## config.mk

```make
export PLATFORM = sky130hd
export DESIGN_NAME = uart_tx_fsm
export DESIGN_NICKNAME = d
export VERILOG_FILES = /design/src/rtl/uart_tx_fsm.sv
export SDC_FILE = /design/constraint.sdc
export NUM_CORES = 1
export LEC_CHECK = 0
export CAP_MARGIN = 20
export CORE_AREA = 2 2 39 41
export CTS_CLUSTER_SIZE = 24
export DETAILED_ROUTE_END_ITERATION = 6
export DIE_AREA = 0 0 41 43
export GPL_TIMING_DRIVEN = 0
export SLEW_MARGIN = 5
export SYNTH_ARGS = -nofsm -noshare
export SYNTH_HDL_FRONTEND = slang
export SYNTH_SLANG_ARGS = --single-unit
```

## constraint.sdc

```tcl
create_clock -name CLK -period 1.83 [get_ports CLK]
set_input_delay 0.366 -clock CLK [delete_from_list [all_inputs] [get_ports CLK]]
set_output_delay 0.366 -clock CLK [all_outputs]
set_load 0.005 [all_outputs]
```

## src/rtl/uart_tx_fsm.sv

```systemverilog
// UART transmit frame controller: start, 8 data bits LSB first, optional parity, stop.
// Define UART_TX_STOP2_EN to append a second stop bit to every frame.
module uart_tx_fsm #(
  parameter int DATA_WIDTH = 8
) (
  input  logic                  CLK,
  input  logic                  RST,
  input  logic                  DATA_VALID,
  input  logic [DATA_WIDTH-1:0] P_DATA,
  input  logic                  PAR_EN,
  input  logic                  PAR_TYP,
  input  logic                  ser_done,
  input  logic                  ser_data,
  output logic                  ser_en,
  output logic                  busy,
  output logic                  TX_OUT
);

`ifdef UART_TX_STOP2_EN
  typedef enum logic [2:0] {
    IDLE   = 3'd0,
    START  = 3'd1,
    DATA   = 3'd2,
    PARITY = 3'd3,
    STOP   = 3'd4,
    STOP2  = 3'd5
  } state_t;
`else
  typedef enum logic [2:0] {
    IDLE   = 3'd0,
    START  = 3'd1,
    DATA   = 3'd2,
    PARITY = 3'd3,
    STOP   = 3'd4
  } state_t;
`endif

  state_t state, state_next;
  logic   par_bit;
  logic   par_en_q;
  logic   accept;

  // The shifter loads P_DATA on this same edge, so parity is captured here too.
  assign accept = (state == IDLE) && DATA_VALID;

  always_ff @(posedge CLK or posedge RST) begin
    if (RST) begin
      state    <= IDLE;
      par_bit  <= 1'b0;
      par_en_q <= 1'b0;
    end else begin
      state <= state_next;
      if (accept) begin
        par_bit  <= (^P_DATA) ^ PAR_TYP;
        par_en_q <= PAR_EN;
      end
    end
  end

  always_comb begin
    state_next = state;
    TX_OUT     = 1'b1;
    busy       = 1'b0;
    ser_en     = 1'b0;
    case (state)
      IDLE: begin
        if (DATA_VALID) state_next = START;
      end
      START: begin
        TX_OUT     = 1'b0;
        busy       = 1'b1;
        state_next = DATA;
      end
      DATA: begin
        TX_OUT = ser_data;
        busy   = 1'b1;
        ser_en = 1'b1;
        if (ser_done) state_next = par_en_q ? PARITY : STOP;
      end
      PARITY: begin
        TX_OUT     = par_bit;
        busy       = 1'b1;
        state_next = STOP;
      end
      STOP: begin
        busy = 1'b1;
`ifdef UART_TX_STOP2_EN
        state_next = STOP2;
`else
        state_next = IDLE;
`endif
      end
`ifdef UART_TX_STOP2_EN
      STOP2: begin
        busy       = 1'b1;
        state_next = IDLE;
      end
`endif
      default: begin
        state_next = IDLE;
      end
    endcase
  end

endmodule

```

==> metrics.cfg <==
[run_status]
outcome = finished, final reports clean

[synth]
synth.top_cell.area_share_pct = 35.97
synth_top_area_cell = dfrtp_1
synth.area.top_cells = dfrtp_1 (36%), xnor2_1 (10%), xnor2_2 (9.4%), xnor3_1 (6.5%), nor3_1 (5.8%)
yosys_most_used_dff = dfrtp_1
synth_seq_cells = 5
ys_types = 19
netlist_area_sq_um = 347.8
syn_nets = 51
ys_seq_area_share_pct = 35.97
yosysWarnings = 0
synth-edff-count = 0
avgSynthCellArea_sq_um = 9.662
ys_async_sr_fraction_pct = 100.0
synthCells = 36

[timing]
clock_skew_ps = 3.950
slew_headroom_pct = 71.56
rsz0062_at_grt = no
layout_min_cycle_time_ps = 1752
clock.fmax_mhz = 570.8
setup_violations = 0
worstMarginPinSlew_ps = 425.6
maxSlewViolCount = 0
holdWs_ps = 330.1
fin_tns_setup_ps = 0
fin_crit_sh_pct = 95.74
hold_violations = 0

[global_routing]
grt_use_met2_pct = 13.13
gr-usage-all-layers_pct = 9.726
grt_max_degree = 10
antenna_found_initial = 0
top_usage_layer = met2
use_met3_pct = 6.283
grt_pass1_wl_um = 1152
grt-ovfl-total = 0
grt_pass1_vias = 285
use_met1_pct = 12.91

[critical_path]
reg2reg_depth = 4
path_class = reg -> out
crit_arrival_ps = 1390
start_kind = flop
endpoint = ser_en
end_kind = output pin
critPathLaunch = state[2]$_DFFE_PP0P_
r2r_setup_slack_ps = 320
rr_startpoint = state[1]$_DFFE_PP0P_
cp_max_fo = 7
required_ps = 1460
r2r_end = par_bit$_DFFE_PP0P_

[power]
p_leak_uw = 0.0002572
ir_worst_vdd_mv = 0.6184
totalPowerFinal_uw = 729.4
power_density_mw_per_mm2 = 1222

[final_layout]
final_common_cell = clkdlybuf4s50_1
n_antenna_cell = 0
multi_input_area_sq_um = 214.0
layout_common_cells = clkdlybuf4s50_1 (15), xnor2_1 (4), buf_4 (4)
n_fill_cell = 145
drive_above_1_share_pct = 25.42
fin_cells = 75
layout.nets = 75
seqCellArea_sq_um = 127.6
area_growth_pct = 71.58

[clock_network]
cts_max_level = 1
clk_pin_slew_ps = 40
clock-root-buffer = clkbuf_4
clk_latency_ps = 240
cts_sinks = 5
cts_tree = yes
hold_buffers = 0
cts_made_buffers = 3
clk_path_buf_depth = 2

[place]
port_buffers = 17
routabilityCongestion = 0.7500
dp_cells = 69
place_hpwl_um = 521.4

[die]
chipWidth_um = 41
core_sq_mm = 0.001384
die_h_um = 43
io_pins = 18
placementRows = 14
die_area_sq_mm = 0.001763
initial_core_util_pct = 25.14

[routing]
via_count = 315
postRouteAntennaNets = 0
drt_pre_antenna_iters = 2
first_iter_violations = 3
drt-total-wl_um = 666
avgViaCountPerCell = 4.200
post_drt_wl_per_cell_um = 8.880
route.detailed.drc = 0

[min_path]
hold_path.class = in -> async

[job]
drv_cap = 0

[worst max-delay path, stage by stage, from the launching register on]
cell and delay, ps:
dfrtp_2 450, nor3_2 180, clkdlybuf4s50_1 510
[flip-flops by register name (all words and copies together), names as in the netlist]
signal and flops:
par_en_q 1, par_bit 1, state 3
[per-stage QoR]
step,utilization (%),setup slack (ps),area (sq um)
final,43.13,78.04,596.8
after global routing,43.13,20.51,596.8
after CTS,41.23,13.46,570.5
after detailed placement,38.88,-134.1,538.0
after global placement,38.88,-138.6,538.0
after floorplan,-,433.4,347.8
[how the worst min path moves through the flow]
stage          slack, ps                 from             endpoint  depth (start not counted)
6_report             330                  RST  par_bit$_DFFE_PP0P_                          2
5_1_grt              340                  RST  par_bit$_DFFE_PP0P_                          2
4_1_cts              330                  RST  par_bit$_DFFE_PP0P_                          2
3_5_place_dp         510  par_bit$_DFFE_PP0P_  par_bit$_DFFE_PP0P_                          1
3_3_place_gp         500  par_bit$_DFFE_PP0P_  par_bit$_DFFE_PP0P_                          1
2_1_floorplan        140                  RST  par_bit$_DFFE_PP0P_                          1
[layer usage]
metal  vias up  routed length, um
li1        165                  -
met3         0                 45
met5         -                  0
met2         9                318
met1       141                302
met4         0                  0
[final cells by class]
cell class	count	area share, %
timing repair buffer	21	33.12
multi-input combinational	26	35.85
sequential	5	21.38
clock buffer	4	4.403
inverter	3	1.887
tap	16	3.354
[report_power, final]
group / switching, uW / leakage [uW] / internal, uW
combinational: 142 / 0.000182 / 243
sequential: 55.5 / 0.0000603 / 165
clock: 40.9 / 0.0000150 / 82.2
total: 239 / 0.000257 / 491
[Yosys cell counts (2+ instances only)]
master,number
dfrtp_1,5
xnor2_2,2
nor3_1,4
a21oi_1,3
clkbuf_1,2
nand2_1,3
xnor2_1,4
inv_1,2
[logic make-up (layout without fill, tap and decap cells)]
kind of cell	after synthesis	after routing	synth area share (%)
xor+xnor	8	8	28.42
flops	5	5	35.97
buf+inv	5	28	5.396
mux	1	1	4.315
compound gates	6	6	10.07
simple gates	11	11	15.83
[timing repair]
| item | in CTS | in global routing |
|---|---|---|
| setup endpoints to repair | 3 | 2 |
| buffers inserted | 2 | 2 |
| resized for setup | 3 | 3 |
Note: power is estimated with default switching activity, not from simulation.
